==> config.mk <==
export PLATFORM = sky130hd
export DESIGN_NAME = wb_stage
export DESIGN_NICKNAME = d
export VERILOG_FILES = /design/src/rtl/wb_stage.sv
export SDC_FILE = /design/constraint.sdc
export NUM_CORES = 1
export LEC_CHECK = 0
export ABC_CLOCK_PERIOD_IN_PS = 2900
export CAP_MARGIN = 20
export CORE_ASPECT_RATIO = 0.5
export CORE_MARGIN = 2
export CORE_UTILIZATION = 48
export DETAILED_ROUTE_END_ITERATION = 7
export PLACE_DENSITY = 0.9
export SYNTH_ARGS = -nofsm -noshare
export SYNTH_HDL_FRONTEND = slang
export SYNTH_SLANG_ARGS = --single-unit
==> constraint.sdc <==
create_clock -name clk -period 2.9 [get_ports clk]
set_clock_uncertainty 0.1 [all_clocks]
set_input_delay 0.435 -clock clk [delete_from_list [all_inputs] [get_ports clk]]
set_output_delay 0.435 -clock clk [all_outputs]
set_load 0.01 [all_outputs]
==> src/rtl/wb_stage.sv <==
// rtl/wb_stage.sv - writeback stage: ALU commit, load request/format, load-use hazard status
module wb_stage #(
  parameter int LEN = 32
) (
  input  logic           clk,
  input  logic           rst,
  input  logic           rdy_in,
  input  logic           ex_valid,
  output logic           ex_ready,
  input  logic           ex_wb_en,
  input  logic           ex_is_load,
  input  logic [2:0]     ex_funct3,
  input  logic [4:0]     ex_rd,
  input  logic [LEN-1:0] ex_result,
  output logic           mem_req,
  output logic [LEN-1:0] mem_addr,
  input  logic           mem_done,
  input  logic [LEN-1:0] mem_rdata,
  output logic           wb_flag,
  output logic [4:0]     wb_rd,
  output logic [LEN-1:0] wb_data,
  output logic           busy,
  output logic [4:0]     pending_rd,
  output logic           ld_err
);

  typedef enum logic {S_IDLE, S_MEM_WAIT} state_t;

  state_t         state_q, state_d;
  logic [LEN-1:0] mem_addr_q, mem_addr_d;
  logic           wb_flag_q, wb_flag_d;
  logic [4:0]     wb_rd_q, wb_rd_d;
  logic [LEN-1:0] wb_data_q, wb_data_d;
  logic [4:0]     pending_rd_q, pending_rd_d;
  logic           ld_err_q, ld_err_d;
  logic [4:0]     rd_q, rd_d;
  logic           wb_en_q, wb_en_d;
  logic [2:0]     funct3_q, funct3_d;
  logic [1:0]     off_q, off_d;

  logic           accept;
  logic           ld_ok;
  logic [7:0]     byte_sel;
  logic [15:0]    half_sel;
  logic [LEN-1:0] ld_data;

  assign ex_ready   = (state_q == S_IDLE);
  assign accept     = ex_valid & ex_ready;
  assign mem_req    = (state_q == S_MEM_WAIT);
  assign busy       = (state_q == S_MEM_WAIT);
  assign mem_addr   = mem_addr_q;
  assign wb_flag    = wb_flag_q;
  assign wb_rd      = wb_rd_q;
  assign wb_data    = wb_data_q;
  assign pending_rd = pending_rd_q;
  assign ld_err     = ld_err_q;

  // Illegal funct3 and misaligned addresses share the same error response.
  always_comb begin
    ld_ok = 1'b0;
    case (ex_funct3)
      3'b000, 3'b100: ld_ok = 1'b1;
      3'b001, 3'b101: ld_ok = ~ex_result[0];
      3'b010:         ld_ok = (ex_result[1:0] == 2'b00);
      default:        ld_ok = 1'b0;
    endcase
  end

  always_comb begin
    byte_sel = mem_rdata[{off_q, 3'b000} +: 8];
    half_sel = mem_rdata[{off_q[1], 4'b0000} +: 16];
    case (funct3_q)
      3'b000:  ld_data = {{(LEN-8){byte_sel[7]}}, byte_sel};
      3'b100:  ld_data = {{(LEN-8){1'b0}}, byte_sel};
      3'b001:  ld_data = {{(LEN-16){half_sel[15]}}, half_sel};
      3'b101:  ld_data = {{(LEN-16){1'b0}}, half_sel};
      default: ld_data = mem_rdata;
    endcase
  end

  always_comb begin
    state_d      = state_q;
    mem_addr_d   = mem_addr_q;
    wb_flag_d    = 1'b0;
    wb_rd_d      = wb_rd_q;
    wb_data_d    = wb_data_q;
    pending_rd_d = pending_rd_q;
    ld_err_d     = 1'b0;
    rd_d         = rd_q;
    wb_en_d      = wb_en_q;
    funct3_d     = funct3_q;
    off_d        = off_q;
    case (state_q)
      S_IDLE: begin
        if (accept) begin
          if (!ex_is_load) begin
            wb_flag_d = ex_wb_en & (ex_rd != 5'd0);
            wb_rd_d   = ex_rd;
            wb_data_d = ex_result;
          end else if (!ld_ok) begin
            ld_err_d = 1'b1;
          end else begin
            state_d      = S_MEM_WAIT;
            mem_addr_d   = {ex_result[LEN-1:2], 2'b00};
            pending_rd_d = ex_wb_en ? ex_rd : 5'd0;
            rd_d         = ex_rd;
            wb_en_d      = ex_wb_en;
            funct3_d     = ex_funct3;
            off_d        = ex_result[1:0];
          end
        end
      end
      S_MEM_WAIT: begin
        if (mem_done) begin
          state_d      = S_IDLE;
          pending_rd_d = 5'd0;
          wb_flag_d    = wb_en_q & (rd_q != 5'd0);
          wb_rd_d      = rd_q;
          wb_data_d    = ld_data;
        end
      end
      default: state_d = S_IDLE;
    endcase
  end

  always_ff @(posedge clk or negedge rst) begin
    if (!rst) begin
      state_q      <= S_IDLE;
      mem_addr_q   <= '0;
      wb_flag_q    <= 1'b0;
      wb_rd_q      <= 5'd0;
      wb_data_q    <= '0;
      pending_rd_q <= 5'd0;
      ld_err_q     <= 1'b0;
      rd_q         <= 5'd0;
      wb_en_q      <= 1'b0;
      funct3_q     <= 3'd0;
      off_q        <= 2'd0;
    end else if (rdy_in) begin
      state_q      <= state_d;
      mem_addr_q   <= mem_addr_d;
      wb_flag_q    <= wb_flag_d;
      wb_rd_q      <= wb_rd_d;
      wb_data_q    <= wb_data_d;
      pending_rd_q <= pending_rd_d;
      ld_err_q     <= ld_err_d;
      rd_q         <= rd_d;
      wb_en_q      <= wb_en_d;
      funct3_q     <= funct3_d;
      off_q        <= off_d;
    end
  end

endmodule

[Word level (Yosys, flattened, before mapping)]
Index checks and enable logic that the tools add are counted.
Cells by class
  muxes and demuxes: 29
  reductions and logical operators: 10
  shift operators: 2
  bitwise operators: 5
  equal/unequal tests: 12
Operators by type and width (count)
  32-bit one-hot mux with 4 select lines: 1
  32-bit 2-to-1 mux: 3
  32-bit one-hot mux with 2 select lines: 1
  5-bit 2-to-1 mux: 8
  32-bit by 6-bit variable part select with 16-bit output: 1
  32-bit by 6-bit variable part select with 8-bit output: 1
  5-bit one-hot mux with 2 select lines: 2
  3-bit equality test (second input constant): 4
  1-bit 2-to-1 mux: 11
  5-bit AND reduction: 2
  5-bit nonzero test: 2
  3-bit by 1-bit equality test with 1-bit output (second input constant): 2
  3-bit logical NOT: 2
  2-bit by 1-bit inequality test with 1-bit output (second input constant): 3
  2-bit inequality test (second input constant): 2
  1-bit one-hot mux with 2 select lines: 2
  4-bit AND reduction: 1
  2-bit OR reduction: 2
  1-bit AND: 3
  3-bit by 2-bit equality test with 1-bit output (second input constant): 1
  1-bit one-hot mux with 3 select lines: 1
  2-bit logical NOT: 1
  1-bit inverter: 2
Storage, ports and cells
  input bits: 79
  word-level logic and storage cells: 69
  bits in registers: 86
  output and inout port bits: 79

[Logic depth before layout (Yosys ltp)]
Gate-level depths: netlist (run 1).
  depth in word-level cells: 7
  mapped depth: 7
  mapped depth without buffers: 4

[Worst setup path before layout (run 1)]
No wires, ideal clock.
  kind: register -> register
  from: register off_q[1]
  to: register wb_data_q[16], in the netlist wb_data[16]
  path buffers: 2
  period minus slack after synthesis: 1.885 ns
  stages on the path, launching flop included: 7
  slack: 1.015 ns
  data required time: 2.674 ns
  arrival: 1.660 ns
  library setup time: 0.126 ns
  path through: dfrtp_1 -> buf_6 -> mux4_2 -> a22o_1 -> a21oi_4 -> buf_6 -> a211oi_1
Between the ends
  longest elaborated chain between the ends: 4
  elaborated cells on any way between the ends: 5
  classes of those cells: 2 x shift; 3 x mux
Ends and longest elaborated chain
  start, declared: RTL line 39  | logic [1:0] off_q, off_d;
  start signal, assigned: RTL line 138  | off_q <= 2'd0;
  start signal, assigned: RTL line 150  | off_q <= off_d;
  32-bit by 6-bit variable part select with 16-bit output or 32-bit by 6-bit variable part select with 8-bit output (tied branches): RTL line 71, 70
  32-bit one-hot mux with 4 select lines *: RTL line 72  | case (funct3_q)
  32-bit 2-to-1 mux *: RTL line 114  | if (mem_done) begin
  32-bit one-hot mux with 2 select lines *: RTL line 93  | case (state_q)
  end signal, assigned: RTL line 144  | wb_data_q <= wb_data_d;
  end, declared: RTL line 33  | logic [LEN-1:0] wb_data_q, wb_data_d;
Mark *: on every way between the ends. The rest lies on a longest branch, timed or not. The select of a mux whose other input is x is not followed.
A chain may end at the register's enable or synchronous reset.

[Final worst setup path (run 1)]
  from: register state_q, in the netlist busy
  to: output ex_ready
Between the ends
  longest elaborated chain between the ends: 1
Ends and longest elaborated chain
  start, declared: RTL line 29  | state_t state_q, state_d;
  start signal, assigned: RTL line 140  | state_q <= state_d;
  1-bit inverter (no line)
  end, declared: RTL line 9  | output logic ex_ready,
Every way passes these cells.

==> summary.txt, run 1 <==
Placed design
  – HPWL Detailed: 9270 um
  – Final Wtd Congestion: 0.904
  – Post-DP Area: 0.00587 mm^2
  – Number of buffers added on ports: 155

Die
  – IO Count: 158
  – DIE HEIGHT: 70.1 um
  – Initial core utilization: 48.9%
  – Die W: 136 um
  – Row cnt: 24
  – DIE AREA: 0.00956 mm^2
  – Core box area: 0.00859 mm^2

Clock network
  – Total CTS buffers: 9
  – Worst-case clock buffer depth: 2
  – Clock Sinks: 86
  – Clock-pin slew on the worst setup and hold paths: 70 ps
  – Setup Buffers After CTS: 0
  – Number of H-tree levels: 3
  – Clock Latency Late Sink: 350 ps
  – CTS tree: done
  – Root buffer cell: clkbuf_16

Detailed routing
  – WL final: 13300 um
  – Drt pass-1 iters: 7
  – Initial drt markers: 284
  – DR WL/cell: 19.7 um
  – Via-per-instance ratio: 5.81
  – Final antenna-violating net count: 0
  – Via Count: 3917
  – DRC violations left: 0

Timing
  – Tcrit/Tclk final: 91.6%
  – Unrepaired setup endpoints after global routing: no
  – Slew @ Worst Pin: 629 ps
  – Fmax: 376 MHz
  – Final setup viols: 0
  – Setup TNS: 0 ps
  – Final Critical Period: 2660 ps
  – Relative slew slack: 57.7%
  – Final Hold Viols: 0
  – Final Max Tran Viols: 0

Logic synthesis
  – Mean Syn Cell Area: 10.6 um^2
  – Synth async-reset ratio: 100%
  – Number of synthesized flops with an enable pin: 0
  – Most common cell in the netlist: dfrtp_1
  – Yosys Warn Count: 0
  – Largest area contributor in the netlist: dfrtp_1
  – Post-synth top flop: dfrtp_1
  – Post-Syn Area: 0.00420 mm^2
  – Synth top area share: 51.3%
  – Sequential fraction of the synthesis area: 51.3%
  – FF+latch count, synth: 86
  – Number of distinct library cells after synthesis: 44
  – Top cells by count, synth: 86 x dfrtp_1, 48 x mux2_2, 36 x nand2_1, 32 x o21ai_0, 28 x nor2_1
  – Ranking of synthesized cells by area: dfrtp_1 51%, mux2_2 13%, o21ai_0 3.8%, nand2_1 3.2%, mux2i_1 3.1%
  – Cells after synthesis: 397

Layout
  – Area growth syn-to-layout: 48.1%
  – Final design area excluding fillers: 0.00622 mm^2
  – Final nets: 631
  – # diodes: 0
  – Layout filler cell count: 576
  – Layout cell share with drive strength beyond 1: 15.4%

Worst setup path
  – Crit path capture type: output pin
  – Critical Path AT: 2120 ps
  – Worst EP required: 2370 ps
  – Flop-to-flop setup slack: 500 ps
  – CP Max Fanout: 28
  – Crit Path Category: reg -> out
  – Startpoint types: flop

Run
  – Max Cap Violations: 0

Power
  – Leakage power: 2.53 nW
  – Power per cell area: 768 mW/mm^2
  – Peak VDD IR: 0.000382 V

Global route
  – Grt ovf: 0
  – Vias in the first global route: 3967
  – Pin count of the biggest net entering global routing: 87
  – Initial antenna violation count: 0
  – Total track usage: 28.7%
  – First-pass GRT wire length: 20900 um

Outcome
  – Outcome: complete, no violations

Hold path
  – Worst hold path class: in -> async
-- per-layer routing --
layer  share of wire (%)  track usage, %
met5                   0               0
met3                 7.6            7.55
met1                  40            36.0
met2                  49            47.3
met4                 3.5            11.9
-- report_power, final --
part / leakage, nW / internal (mW) / switching (mW)
Combinational: 1.35 / 1.02 / 0.796
Clock: 0.142 / 0.670 / 0.495
Sequential: 1.03 / 1.56 / 0.238
-- worst max-delay path: stages (launching register included) --
cell and delay (ps):
dfrtp_1 400, buf_4 340, clkinv_1 420, clkdlybuf4s50_1 600
-- cells by family after synthesis --
| kind of cell | count (synthesis) | share of synthesized area [%] |
|---|---|---|
| buffers and inverters | 35 | 4.02 |
| AND/OR/NAND/NOR | 118 | 13.1 |
| other | 1 | 0.0893 |
| multiplexers | 62 | 16.5 |
| flip-flops | 86 | 51.3 |
| AO/OA/AOI/OAI | 95 | 15.0 |
-- layout by cell type, fill, tap and decap left out, drive strengths merged, types with 17 or more instances in the layout --
cell,count
a211oi,17
buf,17
clkdlybuf4s50,154
dfrtp,86
mux2,48
nand2,36
nor2,28
nor3,22
o21ai,32
-- stage by stage --
| step | utilization (%) | worst slack [ps] | std cells | power [mW] | hold WS [ps] |
|---|---|---|---|---|---|
| CTS | 71.9 | 283 | 671 | 4.77 | 240 |
| detailed placement | 68.4 | 276 | 655 | 3.58 | 386 |
| floorplan | - | 1010 | 398 | 2.59 | 39.4 |
| finish | 72.4 | 242 | 674 | 4.78 | 385 |
| global route | 72.4 | 175 | 674 | 5.01 | 409 |
| global placement | 68.4 | 391 | 655 | 3.53 | 383 |
-- flip-flops by register name, indices dropped and copies added, names as in the netlist --
register    flops
busy            1
funct3_q        3
ld_err          1
mem_addr       30
off_q           2
pending_rd      5
rd_q            5
wb_data        32
wb_en_q         1
wb_flag         1
wb_rd           5
-- path summary, 6_finish.rpt --
path,startpoint,endpoint,cells past startpoint
worst min-delay path,rst,busy,2
worst max register to register,busy,wb_data[6],5
max in group asynchronous,rst,wb_data[1],3
worst min register to register,mem_addr[4],mem_addr[4],1
min in group clk,mem_addr[4],mem_addr[4],1
worst max-delay path,busy,ex_ready,3
-- timing repair --
item                       in CTS  in global routing
hold endpoints to repair        0                 14
setup endpoints to repair       0                  0
hold buffers                    0                  1
gates resized for setup         0                  0
-- cell type report --
type / count / area [um^2] / area share [%]
clock inverters: 7 / 72.6 / 1.17
multi-input cells: 277 / 1900 / 30.5
clock buffers: 9 / 225 / 3.62
repair buffers: 172 / 1700 / 27.3
flip-flops and latches: 86 / 2150 / 34.6
well taps: 117 / 146 / 2.35
inverters: 6 / 22.5 / 0.362
Power figures use the tool's default switching activity.
==> run 2: changes to the inputs <==
==> constraint.sdc (replaced) <==
create_clock -name clk -period 2.9 [get_ports clk]
set_clock_uncertainty 0.1 [all_clocks]
set_input_delay 0.435 -clock clk [delete_from_list [all_inputs] [get_ports clk]]
set_output_delay 0.435 -clock clk [all_outputs]
set_load 0.02 [all_outputs]
==> run 2 against run 1 <==
- final cell count fell by 0.45%
- utilization fell by 0.32 points
- maximum frequency grew 14%
- clock power barely moved
- sequential share of layout area up 0.15 points
- via count down 0.77%
- sequential cell count unchanged
- wire length is 1.4% lower
- final area shrank 0.44%
- combinational power is 13% higher
- sequential power is essentially flat
- clock-buffer cell count rose by 4
- largest power group unchanged
==> summary.txt, run 2 (synthesized netlist as in run 1, its figures left out) <==
Outcome
  – Outcome: complete, no violations

Worst setup path
  – CP Max Fanout: 18
  – Beginning of the critical path: ex_is_load
  – Crit Path Category: in -> reg
  – Startpoint types: input port
  – Worst EP required: 3040 ps
  – Critical Path AT: 2460 ps
  – Flop-to-flop setup slack: 620 ps
  – Crit path capture type: flop
  – Reg2reg start: busy

Global route
  – Total track usage: 28.5%
  – First-pass GRT wire length: 20700 um
  – Initial antenna violation count: 0
  – Pin count of the biggest net entering global routing: 58
  – Grt ovf: 0
  – Vias in the first global route: 3878

Layout
  – Leading cell type in the layout, fill and taps excluded: clkdlybuf4s50_1
  – Layout cell share with drive strength beyond 1: 14.8%
  – Final nets: 628
  – # diodes: 0
  – Most used cells in the layout excluding fill and tap cells: 154 x clkdlybuf4s50_1, 86 x dfrtp_1, 48 x mux2_2, 36 x nand2_1, 32 x o21ai_0
  – Area growth syn-to-layout: 47.4%
  – Max FFs per register: 32
  – Finished Layout Cells: 671
  – Final design area excluding fillers: 0.00619 mm^2

Timing
  – Slew @ Worst Pin: 1070 ps
  – Tcrit/Tclk final: 80.1%
  – Fmax: 431 MHz
  – Setup ws final: 578 ps
  – Setup TNS: 0 ps
  – Relative slew slack: 28.4%
  – Final Hold Viols: 0
  – Final Max Tran Viols: 0
  – Unrepaired setup endpoints after global routing: no
  – Final Critical Period: 2320 ps
  – Final setup viols: 0

Detailed routing
  – DRC violations left: 0
  – Initial drt markers: 441
  – Drt pass-1 iters: 5
  – Final antenna-violating net count: 0
  – WL final: 13100 um
  – DR WL/cell: 19.5 um
  – Via-per-instance ratio: 5.79
  – Via Count: 3887

Clock network
  – CTS tree: done
  – Clock Latency Late Sink: 350 ps
  – Post_cts resized: 0
  – Setup Buffers After CTS: 0
  – Worst-case clock buffer depth: 2
  – # hold bufs at CTS: 0
  – Clock-pin slew on the worst setup and hold paths: 60 ps
  – Number of H-tree levels: 3
  – Root buffer cell: clkbuf_16
  – Total CTS buffers: 9
  – Clock Sinks: 86

Placed design
  – Post-DP Area: 0.00589 mm^2
  – Placed Cells incl. Taps: 655
  – Setup WS pre-CTS: 322 ps
  – Final Wtd Congestion: 0.907
  – HPWL Detailed: 9310 um
  – Number of buffers added on ports: 155

Die
  – DIE AREA: 0.00956 mm^2
  – DIE HEIGHT: 70.1 um
  – IO Count: 158
  – Die W: 136 um
  – Initial core utilization: 48.9%
  – Row cnt: 24
  – Core box area: 0.00859 mm^2

Hold path
  – Worst hold path class: in -> async

Power
  – Leakage power: 2.51 nW
  – Power per cell area: 813 mW/mm^2
  – Peak VDD IR: 0.000403 V

Run
  – Max Cap Violations: 0
## run 2: cell count changes in the layout (fill, tap and decap cells not counted), moves of 2 or more
cell and change:
clkbuf_8 +2, inv_6 -2, buf_4 -2, clkbuf_1 +2
## run 2: final timing paths
check	endpoint	depth (start not counted)
min in group clk	mem_addr[13]	1
setup reg to reg	wb_data[25]	6
hold / removal	pending_rd[2]	1
setup / recovery	wb_data[7]	5
max in group asynchronous	wb_data[29]	2
hold reg to reg	mem_addr[13]	1
## run 2: cell type report
cell class | count | area [um^2]
clock buffers | 13 | 260
clock inverters | 3 | 42.5
fillers | 604 | 2400
inverters | 6 | 22.5
multi-input cells | 277 | 1900
flip-flops and latches | 86 | 2150
well taps | 117 | 146
repair buffers | 169 | 1670
## run 2: per-layer routing
layer,share of wire [%],vias to the layer above,track usage (%)
met1,39,1912,36.4
met3,8.4,39,7.04
li1,-,1746,-
met2,49,190,46.7
met4,2.9,0,11.8
met5,0,-,0
## run 2: report_power, final
part	leakage, nW	total (mW)	internal [mW]	switching, mW
Combinational	1.34	2.05	1.01	1.04
Clock	0.146	1.18	0.713	0.466
Sequential	1.03	1.80	1.56	0.241
## run 2: metrics by stage
stage               hold WS (ps)  total power [mW]  utilization [%]
finish                      40.3              5.03             72.1
global route                 112              5.26             72.1
CTS                         74.7              5.03             72.1
detailed placement           392              3.84             68.5
floorplan                   39.4              2.83                -
global placement             385              3.78             68.5
## run 2: critical path, stage by stage
cell and delay (ps):
clkdlybuf4s50_1 490, and4bb_2 250, nor2_1 810, a211oi_1 140, a221oi_1 340
==> RTL edit 1: new RTL, flow settings as in run 2 <==
Put one more register stage on the output `wb_flag`, cleared by the reset. The value now appears one clock later. The other outputs are not delayed to match.
--- a/src/rtl/wb_stage.sv
+++ b/src/rtl/wb_stage.sv
@@ -50,5 +50,11 @@
   assign busy       = (state_q == S_MEM_WAIT);
   assign mem_addr   = mem_addr_q;
-  assign wb_flag    = wb_flag_q;
+  always_ff @(posedge clk or negedge rst) begin
+    if (!rst) begin
+      wb_flag <= '0;
+    end else begin
+      wb_flag <= wb_flag_q;
+    end
+  end
   assign wb_rd      = wb_rd_q;
   assign wb_data    = wb_data_q;
Function: changed (a bounded check fails within 4 cycles, from zero or initial values and one cycle with rst low).
==> RTL edit 1 against run 2 <==
Setup slack got worse by 0.073 ns. Routed wire length decreased by 0.43%. Non-clock buffer count decreased by 4. Total power rose by 2.2%. Sequential share of layout area is 0.22 points higher. Sequential cell count grew 1. Global-route usage shrank 0.54 points. Area after synthesis is 0.60% higher. The run now ends with hold timing left. Critical endpoint is now ex_ready. Design area up 0.53%.
==> RTL edit 1: results (changes against run 2) <==
Yosys
  – Largest cells by area after synthesis: dfrtp_1, mux2_2, o21ai_0
  – Post-synthesis sequential area ratio: 0.515 (+0.00289)
  – Post-synthesis mux area share: 0.164 (-0.000978)
  – Async SR Flop Fraction: 1.00 (unchanged)
  – Area share of the largest cell type after synthesis: 0.515 (+0.00289)
  – Synth Warn #: 0 (unchanged)
  – Top FF cell, synth: dfrtp_1
  – Top post-synthesis cells by count: dfrtp_1, mux2_2, nand2_1
  – Post-synthesis compound-gate area fraction: 0.150 (-0.000891)
  – Synth cell types: 44 (unchanged)
  – Adder-Cell Fraction of Synth Area: 0 (unchanged)
  – Post-synthesis xor/xnor area fraction: 0 (unchanged)
  – Syn Inst Count: 398 (+0.25%)

Clock network
  – Clk Latency, worst-skew pair: 0.34 ns
  – Total CTS buffers: 9 (unchanged)
  – CTS H-Tree Depth: 3 (unchanged)
  – CTS-repair resized insts: 0 (unchanged)
  – Clock slew at reported path FFs: 0.06 ns (about the same)
  – Post-CTS Setup Bufs: 0 (unchanged)

Critical path
  – Crit path from: busy
  – FF-to-FF End: wb_data[8]
  – CP max-delay cell: dfrtp_1
  – Delay-heaviest family, CP: buffers and inverters
  – Max incr delay on CP: 0.71 ns (-0.10 ns)
  – Worst reg-to-reg path cell count: 4 (-2)
  – Critical path data arrival time: 1.86 ns (-0.60 ns)
  – CP endpoint: ex_ready
  – Worst-path maximum fanout: 15 (-3)
  – Reg2Reg Setup Slack: 0.67 ns (+0.05 ns)

Status
  – Violated checks: hold timing
  – Status: complete, but fails checks

Global route
  – Global-route wire length before repair: 20.6 mm (-0.23%)
  – Global-route usage over all layers: 0.280 (-0.00536)
  – Vias in the first global route: 3780 (-2.5%)
  – Initial antenna violation count: 0 (unchanged)
  – Largest net degree at the start of global routing: 88 (+52%)

Detailed routing
  – DRT iter0 DRCs: 367 (-17%)
  – DR WL/cell: 19.5 um (about the same)
  – DR vias/cell: 5.78 (-0.30%)
  – Drt first pass iters: 5 (unchanged)

Power
  – Sw Share: 0.342 (-0.00502)
  – LEAKAGE: 0.00252 uW (+0.25%)
  – Maximum vdd drop: 0.445 mV (+10%)

Final layout
  – Fillers: 588 (-2.6%)
  – Layout cell share with drive strength beyond 1: 0.145 (-0.00282)
  – Post-Layout Cell Count: 668 (-0.45%)
  – N_diodes: 0 (unchanged)
  – Layout net count: 625 (-0.48%)

Worst hold path
  – Worst Hold Class: in -> async

STA
  – Fin crit period: 2.40 ns (+0.0733 ns)
  – Fin. Hold Viols: 34 (+34)
  – WHS: -0.0297 ns (-0.0700 ns)
  – Tightest Pin Transition: 0.638 ns (-0.432 ns)

Place
  – Routability cong.: 0.862 (-5.0%)
  – Placed cells: 651 (-0.61%)
  – Pre-CTS WS: 0.343 ns (+0.0218 ns)
  – Hpwl dp: 9.31 mm (about the same)
[RTL edit 1: cell types whose count changed after synthesis]
cell	run 2	this run
dfrtp_1	86	87
[RTL edit 1: worst min path at each step]
stage	startpoint	end	slack, ns	depth (start not counted)
6_report	rst	wb_rd[1]	-0.03	1
5_1_grt	rst	wb_rd[0]	0.02	1
4_1_cts	rst	wb_rd[0]	0.24	1
3_5_place_dp	wb_flag_q	wb_flag	0.26	0
3_3_place_gp	wb_flag_q	wb_flag	0.26	0
2_1_floorplan	rst	busy	0.04	0
[RTL edit 1: layout make-up]
cell class	count	area share
flip-flops and latches	87	0.350
multi-input cells	277	0.305
repair buffers	165	0.264
clock buffers	11	0.0406
well taps	117	0.0235
clock inverters	5	0.0129
inverters	6	0.00362
[RTL edit 1: stage by stage]
stage	instance area, um2	utilization
2_1_floorplan	4230	-
3_3_place_gp	5860	0.680
3_5_place_dp	5860	0.680
4_1_cts	6190	0.719
5_1_grt	6220	0.722
6_report	6220	0.722
[RTL edit 1: power by group through the flow]
stage / Sequential (uW) / Clock [uW] / Combinational [uW]
after floorplan: 2170 / 0 / 681
after global placement: 1810 / 0 / 1970
after detailed placement: 1830 / 0 / 2020
after CTS: 1820 / 1290 / 2030
after global routing: 1860 / 1340 / 2160
final: 1820 / 1280 / 2040
[RTL edit 1: cell families (layout without fill, tap and decap cells)]
family / count (synthesis) / after routing
simple gates: 118 / 118
compound gates: 95 / 95
flops: 87 / 87
mux: 62 / 62
buf+inv: 35 / 187
other cells: 1 / 2
[RTL edit 1: routing by layer]
metal / routed length [um] / vias up / track usage / part of all wire
met3: 858 / 32 / 0.0595 / 0.066
met5: 0 / - / 0 / 0
li1: - / 1733 / - / -
met2: 6380 / 159 / 0.453 / 0.49
met1: 5420 / 1934 / 0.375 / 0.42
met4: 356 / 0 / 0.0949 / 0.027
==> RTL edit 2: new RTL, config.mk and constraints of run 2 <==
Made on the original files. Set the parameter `LEN` to 16 (it was 32).
--- a/src/rtl/wb_stage.sv
+++ b/src/rtl/wb_stage.sv
@@ -1,5 +1,5 @@
 // rtl/wb_stage.sv - writeback stage: ALU commit, load request/format, load-use hazard status
 module wb_stage #(
-  parameter int LEN = 32
+  parameter int LEN = 16
 ) (
   input  logic           clk,
Interface: changed (resized ex_result, mem_addr, mem_rdata and wb_data); port bits go from 158 to 94. The function was not compared with the original's and may differ.
==> RTL edit 2 against run 2 <==
Cell count down 39%. Combinational power down 51%. Total power down 46%. Sequential power down 39%. Non-clock buffer count down 67. Setup slack better by 0.10 ns. Routed wire length down 42%. Clock power down 49%. Sequential cell count down 32. Critical path depth unchanged. Area after synthesis down 36%. Design area down 38%. Highest routed layer unchanged.
==> RTL edit 2: results (changes against run 2) <==
Critical path
  – Worst-path maximum fanout: 17 (-1)
  – Critical R2R Launch: funct3_q[1]
  – FF-to-FF End: wb_data[15]
  – Worst reg-to-reg path cell count: 4 (-2)
  – CP max-delay cell: clkdlybuf4s50_1
  – Max incr delay on CP: 0.48 ns (-0.33 ns)
  – Reg2Reg Setup Slack: 0.85 ns (+0.23 ns)
  – CP endpoint: mem_addr[5]
  – Crit path from: ex_result[1]
  – Critical path data arrival time: 2.29 ns (-0.17 ns)

Global route
  – Largest net degree at the start of global routing: 43 (-26%)
  – Initial antenna violation count: 0 (unchanged)
  – Global-route wire length before repair: 12.4 mm (-40%)
  – Global-route usage over all layers: 0.257 (-0.0282)
  – Vias in the first global route: 2534 (-35%)

Power
  – LEAKAGE: 0.00166 uW (-34%)
  – Maximum vdd drop: 0.373 mV (-7.4%)
  – Pwr Density: 707 mW/mm2 (-13%)

Place
  – PortBufs: 91 (-41%)
  – Hpwl dp: 5.63 mm (-40%)
  – Routability cong.: 0.795 (-12%)
  – Placed cell areas: 0.00368 mm2 (-37%)

Final layout
  – Layout net count: 382 (-39%)
  – N_diodes: 0 (unchanged)
  – Layout cell share with drive strength beyond 1: 0.152 (+0.00377)
  – Max reg flops: 16 (-50%)
  – Fillers: 385 (-36%)

Detailed routing
  – DR WL/cell: 18.5 um (-4.8%)
  – DR vias/cell: 5.70 (-1.6%)
  – DRT iter0 DRCs: 96 (-78%)

Clock network
  – Clk Latency, worst-skew pair: 0.29 ns (-0.06 ns)
  – CTS H-Tree Depth: 2 (-1)
  – Clock slew at reported path FFs: 0.06 ns (about the same)
  – Total CTS buffers: 5 (-4)
  – Root buf cell: clkbuf_16

Yosys
  – Post-synthesis sequential area ratio: 0.499 (-0.0132)
  – Synth cell types: 39 (-11%)
  – Largest cells by area after synthesis: dfrtp_1, mux2_4, nand2_1
  – Top post-synthesis cells by count: dfrtp_1, nand2_1, mux2_4

Status
  – Status: completed

Worst hold path
  – Worst Hold Class: reg -> reg

STA
  – Tightest Pin Transition: 0.560 ns (-0.511 ns)
  – WHS: 0.391 ns (+0.351 ns)
## RTL edit 2: changes by cell type in the layout (fill, tap and decap cells not counted), sizes merged, moves of 8 or more
cell / change
a211oi: -17
nor2: -12
clkdlybuf4s50: -64
nor3: -22
dfrtp: -32
a22oi: +8
mux2: -23
o21ai: -11
## RTL edit 2: worst max-delay path: cells and delay by family
family,cells,cell delay (ns)
and+or+nand+nor,1,0.47
muxes,1,0.31
AOI/OAI and AO/OA,1,0.29
buffers and inverters,2,0.78
## RTL edit 2: cell families after synthesis
family	count (synthesis)	share of synthesized area
and+or+nand+nor	70	0.138
AOI/OAI and AO/OA	66	0.164
DFF	54	0.499
muxes	31	0.153
buffers and inverters	23	0.0453
other	1	0.00139
## RTL edit 2: timing repair
action	4_1_cts	5_1_grt
hold buffers	1	0
hold endpoints to repair	12	0
resized for setup	0	0
## RTL edit 2: stage by stage
| step | cells | setup slack, ns |
|---|---|---|
| 2_1_floorplan | 246 | 1.08 |
| 3_3_place_gp | 400 | 0.510 |
| 3_5_place_dp | 400 | 0.398 |
| 4_1_cts | 409 | 0.671 |
| 5_1_grt | 409 | 0.599 |
| 6_report | 409 | 0.680 |
## RTL edit 2: power breakdown
group,total [uW],internal [uW],switching (uW),leakage (uW)
sequential,1100,938,164,0.000668
clock,601,343,258,0.0000739
combinational,1010,536,475,0.000914
total,2710,1820,898,0.00166
## RTL edit 2: per-layer routing
| layer | routed length [um] | track usage |
|---|---|---|
| met1 | 3110 | 0.326 |
| met2 | 3920 | 0.444 |
| met3 | 419 | 0.0549 |
| met4 | 134 | 0.0821 |
| met5 | 0 | 0 |
## RTL edit 2: final cells by class
type	count	area share
clock buffer	7	0.0371
clock inverter	1	0.00130
inverter	3	0.00293
multi-input combinational	169	0.322
sequential	54	0.352
tap	73	0.0238
timing repair buffer	102	0.261
